**src/rtl/rr_arb_pkg.sv**
```systemverilog
// rr_arb_pkg: shared types and helpers for the round-robin request arbiter.
// Latency: n/a (types only).
// Backpressure: n/a (types only).
package rr_arb_pkg;

  // Arbiter FSM: one transaction in flight at a time.
  typedef enum logic [1:0] {
    IDLE  = 2'd0,
    BUSY  = 2'd1,
    ABORT = 2'd2
  } arb_state_t;

  // Why the FSM went through ABORT; only a timeout reports back to the port.
  typedef enum logic {
    CAUSE_REQ     = 1'b0,
    CAUSE_TIMEOUT = 1'b1
  } abort_cause_t;

  // Widths for the default configuration (4 ports, 1024-cycle watchdog).
  // Modules derive their own widths from their parameters with idx_w().
  localparam int GW = $clog2(4);
  localparam int CW = $clog2(1024);

  // Index width for n items, never narrower than one bit.
  function automatic int idx_w(input int n);
    return (n < 2) ? 1 : $clog2(n);
  endfunction

endpackage

```
**src/rtl/rr_priority_pick.sv**
```systemverilog
// rr_priority_pick: rotating-priority encoder, first set req bit after last.
// Latency: purely combinational.
// Backpressure: none; any=0 when no request is eligible.
//   req   : request vector, one bit per port
//   last  : index of the most recent winner (search starts at last+1)
//   any   : at least one request bit is set
//   grant : index of the winning port (0 when any=0)
module rr_priority_pick #(
  parameter int PORTS = 4,
  parameter int GW    = 2
) (
  input  logic [PORTS-1:0] req,
  input  logic [GW-1:0]    last,
  output logic             any,
  output logic [GW-1:0]    grant
);

  int            cand;
  logic [GW-1:0] cand_idx;

  // Walk from the farthest candidate back to last+1 so the closest
  // requester after last overwrites everything found before it.
  always_comb begin
    any      = 1'b0;
    grant    = '0;
    cand     = 0;
    cand_idx = '0;
    for (int i = PORTS; i >= 1; i--) begin
      cand = int'(last) + i;
      if (cand >= PORTS) cand = cand - PORTS;
      cand_idx = GW'(cand);
      if (req[cand_idx]) begin
        any   = 1'b1;
        grant = cand_idx;
      end
    end
  end

endmodule

```
**src/rtl/rr_req_arbiter.sv**
```systemverilog
// rr_req_arbiter: round-robin share of one memory-side request target.
// Latency: Valid at t -> pending at t+1 -> OutReq_Valid at t+2; Done is
//          forwarded to the owning port combinationally.
// Backpressure: no grant while OutResp_Ready=0; each port holds one pending
//          request and further Valids on a pending port are dropped.
// Ports:
//   clk, rst        : clock, asynchronous active-high reset
//   InReq_*         : per-port request capture (Valid/Addr/DataType/Abort)
//   InResp_*        : per-port Done/Err pulses, Ready copy, shared Data
//   OutReq_*        : registered request to the target
//   OutResp_*       : target Done/Ready/Data
//   Grant_Id        : port currently or most recently granted
module rr_req_arbiter
  import rr_arb_pkg::*;
#(
  parameter int PORTS           = 4,
  parameter int ADDR_WIDTH      = 56,
  parameter int DATA_WIDTH      = 64,
  parameter int DATA_TYPE_WIDTH = 3,
  parameter int TIMEOUT_CYCLES  = 1024
) (
  input  logic                               clk,
  input  logic                               rst,
  input  logic [PORTS-1:0]                   InReq_Valid,
  input  logic [PORTS*ADDR_WIDTH-1:0]        InReq_Addr,
  input  logic [PORTS*DATA_TYPE_WIDTH-1:0]   InReq_DataType,
  input  logic [PORTS-1:0]                   InReq_Abort,
  output logic [PORTS-1:0]                   InResp_Done,
  output logic [PORTS-1:0]                   InResp_Err,
  output logic [PORTS-1:0]                   InResp_Ready,
  output logic [DATA_WIDTH-1:0]              InResp_Data,
  output logic                               OutReq_Valid,
  output logic [ADDR_WIDTH-1:0]              OutReq_Addr,
  output logic [DATA_TYPE_WIDTH-1:0]         OutReq_DataType,
  output logic                               OutReq_Abort,
  input  logic                               OutResp_Done,
  input  logic                               OutResp_Ready,
  input  logic [DATA_WIDTH-1:0]              OutResp_Data,
  output logic [idx_w(PORTS)-1:0]            Grant_Id
);

  localparam int GRANT_W = idx_w(PORTS);
  localparam int CNT_W   = idx_w(TIMEOUT_CYCLES);

  arb_state_t                 state;
  abort_cause_t               cause;
  logic [PORTS-1:0]           pend;
  logic [PORTS-1:0]           pend_nxt;
  logic [ADDR_WIDTH-1:0]      lat_addr [PORTS];
  logic [DATA_TYPE_WIDTH-1:0] lat_type [PORTS];
  logic [GRANT_W-1:0]         last_grant;
  logic [GRANT_W-1:0]         gid;
  logic [CNT_W-1:0]           wd_cnt;
  logic                       pick_any;
  logic [GRANT_W-1:0]         pick_idx;
  logic [PORTS-1:0]           pick_req;
  logic                       busy_done;
  logic                       busy_rabort;
  logic                       busy_tmo;

  // A port aborting this cycle must not win the grant it is cancelling.
  assign pick_req = pend & ~InReq_Abort;

  rr_priority_pick #(
    .PORTS (PORTS),
    .GW    (GRANT_W)
  ) u_pick (
    .req   (pick_req),
    .last  (last_grant),
    .any   (pick_any),
    .grant (pick_idx)
  );

  // Done beats a same-cycle requester abort; a requester abort beats the
  // watchdog so a port that cancelled never sees an error pulse.
  // The watchdog holds wd_cnt = n-1 in the n-th BUSY cycle, so the abort
  // follows TIMEOUT_CYCLES full BUSY cycles without Done.
  assign busy_done   = (state == BUSY) && OutResp_Done;
  assign busy_rabort = (state == BUSY) && !OutResp_Done && InReq_Abort[gid];
  assign busy_tmo    = (state == BUSY) && !OutResp_Done && !InReq_Abort[gid] &&
                       (wd_cnt == CNT_W'(TIMEOUT_CYCLES - 1));

  // Pending bits: abort clears, valid sets (a no-op when already pending),
  // and the owning port is released when its transaction ends.
  always_comb begin
    pend_nxt = pend;
    for (int p = 0; p < PORTS; p++) begin
      if (InReq_Abort[p])      pend_nxt[p] = 1'b0;
      else if (InReq_Valid[p]) pend_nxt[p] = 1'b1;
    end
    if (busy_done || busy_rabort || busy_tmo) pend_nxt[gid] = 1'b0;
  end

  always_ff @(posedge clk or posedge rst) begin
    if (rst) begin
      pend <= '0;
      for (int p = 0; p < PORTS; p++) begin
        lat_addr[p] <= '0;
        lat_type[p] <= '0;
      end
    end else begin
      pend <= pend_nxt;
      // First request sticks: the latch only loads on an idle port.
      for (int p = 0; p < PORTS; p++) begin
        if (InReq_Valid[p] && !pend[p] && !InReq_Abort[p]) begin
          lat_addr[p] <= InReq_Addr[p*ADDR_WIDTH +: ADDR_WIDTH];
          lat_type[p] <= InReq_DataType[p*DATA_TYPE_WIDTH +: DATA_TYPE_WIDTH];
        end
      end
    end
  end

  always_ff @(posedge clk or posedge rst) begin
    if (rst) begin
      state           <= IDLE;
      cause           <= CAUSE_REQ;
      last_grant      <= GRANT_W'(PORTS - 1);
      gid             <= '0;
      wd_cnt          <= '0;
      OutReq_Valid    <= 1'b0;
      OutReq_Addr     <= '0;
      OutReq_DataType <= '0;
      OutReq_Abort    <= 1'b0;
    end else begin
      OutReq_Abort <= 1'b0;
      case (state)
        IDLE: begin
          if (OutResp_Ready && pick_any) begin
            state           <= BUSY;
            gid             <= pick_idx;
            wd_cnt          <= '0;
            OutReq_Valid    <= 1'b1;
            OutReq_Addr     <= lat_addr[pick_idx];
            OutReq_DataType <= lat_type[pick_idx];
          end
        end
        BUSY: begin
          if (busy_done) begin
            state        <= IDLE;
            last_grant   <= gid;
            OutReq_Valid <= 1'b0;
          end else if (busy_rabort || busy_tmo) begin
            state        <= ABORT;
            cause        <= busy_tmo ? CAUSE_TIMEOUT : CAUSE_REQ;
            last_grant   <= gid;
            OutReq_Valid <= 1'b0;
            OutReq_Abort <= 1'b1;
          end else begin
            wd_cnt <= wd_cnt + 1'b1;
          end
        end
        ABORT: state <= IDLE;
        default: state <= IDLE;
      endcase
    end
  end

  // Response routing: only the owning port sees Done; a timeout completes
  // the transaction with an error and zero data.
  always_comb begin
    InResp_Done = '0;
    InResp_Err  = '0;
    InResp_Data = '0;
    if (state == BUSY) begin
      InResp_Data      = OutResp_Data;
      InResp_Done[gid] = OutResp_Done;
    end else if (state == ABORT && cause == CAUSE_TIMEOUT) begin
      InResp_Done[gid] = 1'b1;
      InResp_Err[gid]  = 1'b1;
    end
  end

  // Held low while reset is asserted so every output reads zero.
  assign InResp_Ready = rst ? '0 : {PORTS{OutResp_Ready}};
  assign Grant_Id     = gid;

endmodule

```
**config.mk**
```make
export PLATFORM = sky130hd
export DESIGN_NAME = rr_req_arbiter
export DESIGN_NICKNAME = d
export VERILOG_FILES = /design/src/rtl/rr_arb_pkg.sv /design/src/rtl/rr_priority_pick.sv /design/src/rtl/rr_req_arbiter.sv
export SDC_FILE = /design/constraint.sdc
export NUM_CORES = 1
export LEC_CHECK = 0
export BUFFER_PORTS_ARGS = -buffer_cell sky130_fd_sc_hd__buf_2
export CAP_MARGIN = 10
export CORE_MARGIN = 2
export CORE_UTILIZATION = 40
export DETAILED_ROUTE_END_ITERATION = 10
export PLACE_DENSITY = 0.65
export SYNTH_ARGS = -nofsm -noshare
export SYNTH_HDL_FRONTEND = slang
export SYNTH_SLANG_ARGS = --single-unit
```
**constraint.sdc**
```tcl
create_clock -name clk -period 19.2 [get_ports clk]
set_input_delay 0.96 -clock clk [delete_from_list [all_inputs] [get_ports clk]]
set_output_delay 0.96 -clock clk [all_outputs]
set_load 0.01 [all_outputs]
```
==> out/qor.csv <==
metric;value;unit
hold_path.startpoint;OutReq_Addr[46]$_DFFE_PP0P_;
die_area;36500;um2
ys_top_cells_by_area;dfrtp_1 57%, mux2_2 19%, mux2i_1 8.4%, o221ai_1 3.9%, and2_1 3.0%;
ys.flop_type;dfrtp_1;
worstPathMaxFanout;53;
fin_cells;1975;
hold_slack;482;ps
fmax;288;MHz
dr.first_iter.drc_count;391;
grt_pass1_vias;10700;
rr_endpoint;OutReq_Addr[3]$_DFFE_PP0P_;
clkLatencyLatePin;510;ps
synth_fp_nets;1347;
place_area;16700;um2
worstPathArrival;3820;ps
clk_pin_slew_worst_paths;60;ps
die_h;191;um
worst_pin_slew;1060;ps
slowest_delay;820;ps
cap_violations;0;
antenna_found_initial;23;
synth_area_leader_cell;dfrtp_1;
ant_nets;0;
gp_congestion;0.904;
yosysMostFrequentCell;dfrtp_1;
r2r_setup_slack;15990;ps
grt_pass1_wl;62.4;mm
setup_tns;0;ps
yosysWarnings;0;
power_frac_comb;0.291;
synth_cells;1034;
status;finished clean;
cts_buffer_depth;3;
cpMaxStageDelayCell;buf_4;
p_int;1.62;mW
rsz0062_at_grt;no;
drc;0;
worstHoldPathType;reg2reg;
switching_power;0.736;mW
end_kind;flip-flop;
post_cts_buffers;0;
syn_area;14000;um2
pin_count;451;
reg2reg_depth;7;
fin_nets;1784;
cp.required;19550;ps
cp-startpoint;InReq_Abort[0];
path_class;in2reg;
startpoint_type;primary input;
r2r-start;pend[0]$_DFF_PP0_;
first_pass_iters;4;
clockRootBuffer;clkbuf_16;
synth-seq-cells;318;
via_per_inst;5.14;
dp_slack;15220;ps
min_path_cells;2;
clkSinkCount;318;
synth_common_cells;316 x dfrtp_1, 236 x mux2_2, 118 x mux2i_1, 73 x nand2_1, 68 x and2_1;
hold_violations;0;
synth_edf_count;0;
design_area;17900;um2
finalCriticalPeriod;3470;ps
clock_skew;9.51;ps
grt_usage;0.225;
p_leak;8.69;nW
cts_tree;built;
io_buffers;450;
setup_violations;0;
swShare;0.313;
period_share;0.181;
p_per_area;131;nW/um2
postCtsHoldBufs;0;
worstPathCellList;buf_2 > and2b_1 > o221ai_1 > a21oi_4 > buf_4 > buf_4 > mux2i_1 > o221ai_1;
seqPwrFrac;0.409;
grt_overflow;0;
cts_buffers;37;
irDropWorstVdd;0.0912;mV
cts_resized;0;
areaGrowthSynthToFinish;28.3;%
drive_gt1_frac;0.520;
num_vias;10200;
yosysSeqAreaShare;0.569;
p_clk_frac;0.300;
dp_hpwl;29.1;mm
grt_max_degree;119;
wl_per_cell;21.1;um
ys_async_sr_fraction;1.00;
initial_core_util;0.406;
core_area;34500;um2
std_cell_rows;68;
holdPathEnd;OutReq_Addr[46]$_DFFE_PP0P_;
htreeDepth;2;
die_w;191;um
place_inst;1887;
avgSynthCellArea;13.5;um2
setup_ws;15730;ps
synthDominantCellAreaShare;0.566;
maxSlewHeadroom;0.293;
slew_violations;0;
wl;41.7;mm
synth.distinct_cells;46;
==> power by group through the flow <==
stage | clock network (mW) | registers [mW] | logic (mW)
final | 0.706 | 0.963 | 0.684
after global routing | 0.752 | 0.986 | 0.751
after CTS | 0.723 | 0.964 | 0.695
after detailed placement | 0 | 0.973 | 0.694
after global placement | 0 | 0.970 | 0.676
after floorplan | 0 | 0.970 | 0.454
==> metrics by stage <==
step,total power [mW],utilization
final,2.35,0.521
after global routing,2.49,0.521
after CTS,2.38,0.519
after detailed placement,1.67,0.483
after global placement,1.65,0.483
after floorplan,1.42,-
==> layout make-up <==
type | instances | area, um2
Fill cell | 3123 | 16500
Timing Repair Buffer | 467 | 2380
Inverter | 5 | 26.3
Tap cell | 455 | 569
Clock inverter | 10 | 116
Antenna cell | 20 | 50.0
Multi-Input combinational cell | 642 | 5720
Clock buffer | 58 | 1120
Sequential cell | 318 | 7960
==> routing by layer <==
metal  vias to the layer above  share of wire  track usage
met5                         -              0            0
met4                         0          0.036       0.0990
met1                      5111           0.39        0.266
met3                        78          0.061       0.0428
met2                       343           0.51        0.399
li1                       4624              -            -
==> registers in the layout, summed over array words and instances (netlist names) <==
| name | cells |
|---|---|
| OutReq_Addr | 56 |
| Grant_Id | 2 |
| state | 2 |
| OutReq_Valid | 1 |
| OutReq_DataType | 3 |
| pend | 4 |
| last_grant | 2 |
| OutReq_Abort | 1 |
| cause | 1 |
| wd_cnt | 10 |
| lat_addr | 224 |
| lat_type | 12 |
==> worst max-delay path, delay by kind of cell <==
kind	cells	cell delay (ps)
compound gates	3	560
buf+inv	3	1500
mux	1	300
simple gates	1	330
==> logic make-up (layout without fill, tap and decap cells) <==
logic type	count (synthesis)	count (layout)	synth area share
buffers and inverters	74	540	0.0251
AOI/OAI and AO/OA	82	82	0.0514
xor gates and xnor gates	8	8	0.00501
other	0	20	0
DFF	318	318	0.569
muxes	356	356	0.277
adders and majority gates	1	1	0.000895
and+or+nand+nor	195	195	0.0714
==> cell usage in the layout, fill, tap and decap left out, drive strengths merged, types with 2 or more instances in the layout <==
| master | n |
|---|---|
| xor2 | 8 |
| nor2b | 4 |
| a21oi | 2 |
| clkbuf | 58 |
| o21ai | 4 |
| nand2b | 3 |
| nand2 | 73 |
| dfstp | 2 |
| inv | 7 |
| nor3b | 5 |
| and2 | 68 |
| a31oi | 2 |
| nor2 | 23 |
| and3 | 3 |
| o221ai | 62 |
| dfrtp | 316 |
| diode | 20 |
| nand3 | 6 |
| a311oi | 5 |
| nor3 | 2 |
| mux2 | 237 |
| bufinv | 2 |
| buf | 467 |
| clkinv | 5 |
| mux2i | 118 |
| nand4 | 2 |
==> how the worst max path moves through the flow <==
stage | endpoint | slack, ps | cells after the start
CTS | OutReq_Addr[3]$_DFFE_PP0P_ | 15770 | 8
global placement | OutReq_Addr[10]$_DFFE_PP0P_ | 15340 | 8
finish | OutReq_Addr[3]$_DFFE_PP0P_ | 15730 | 8
detailed placement | OutReq_Addr[6]$_DFFE_PP0P_ | 15220 | 8
global route | OutReq_Addr[6]$_DFFE_PP0P_ | 15530 | 8
floorplan | Grant_Id[0]$_DFFE_PP0P_ | 9440 | 1
(Power assumes the default switching activity.)
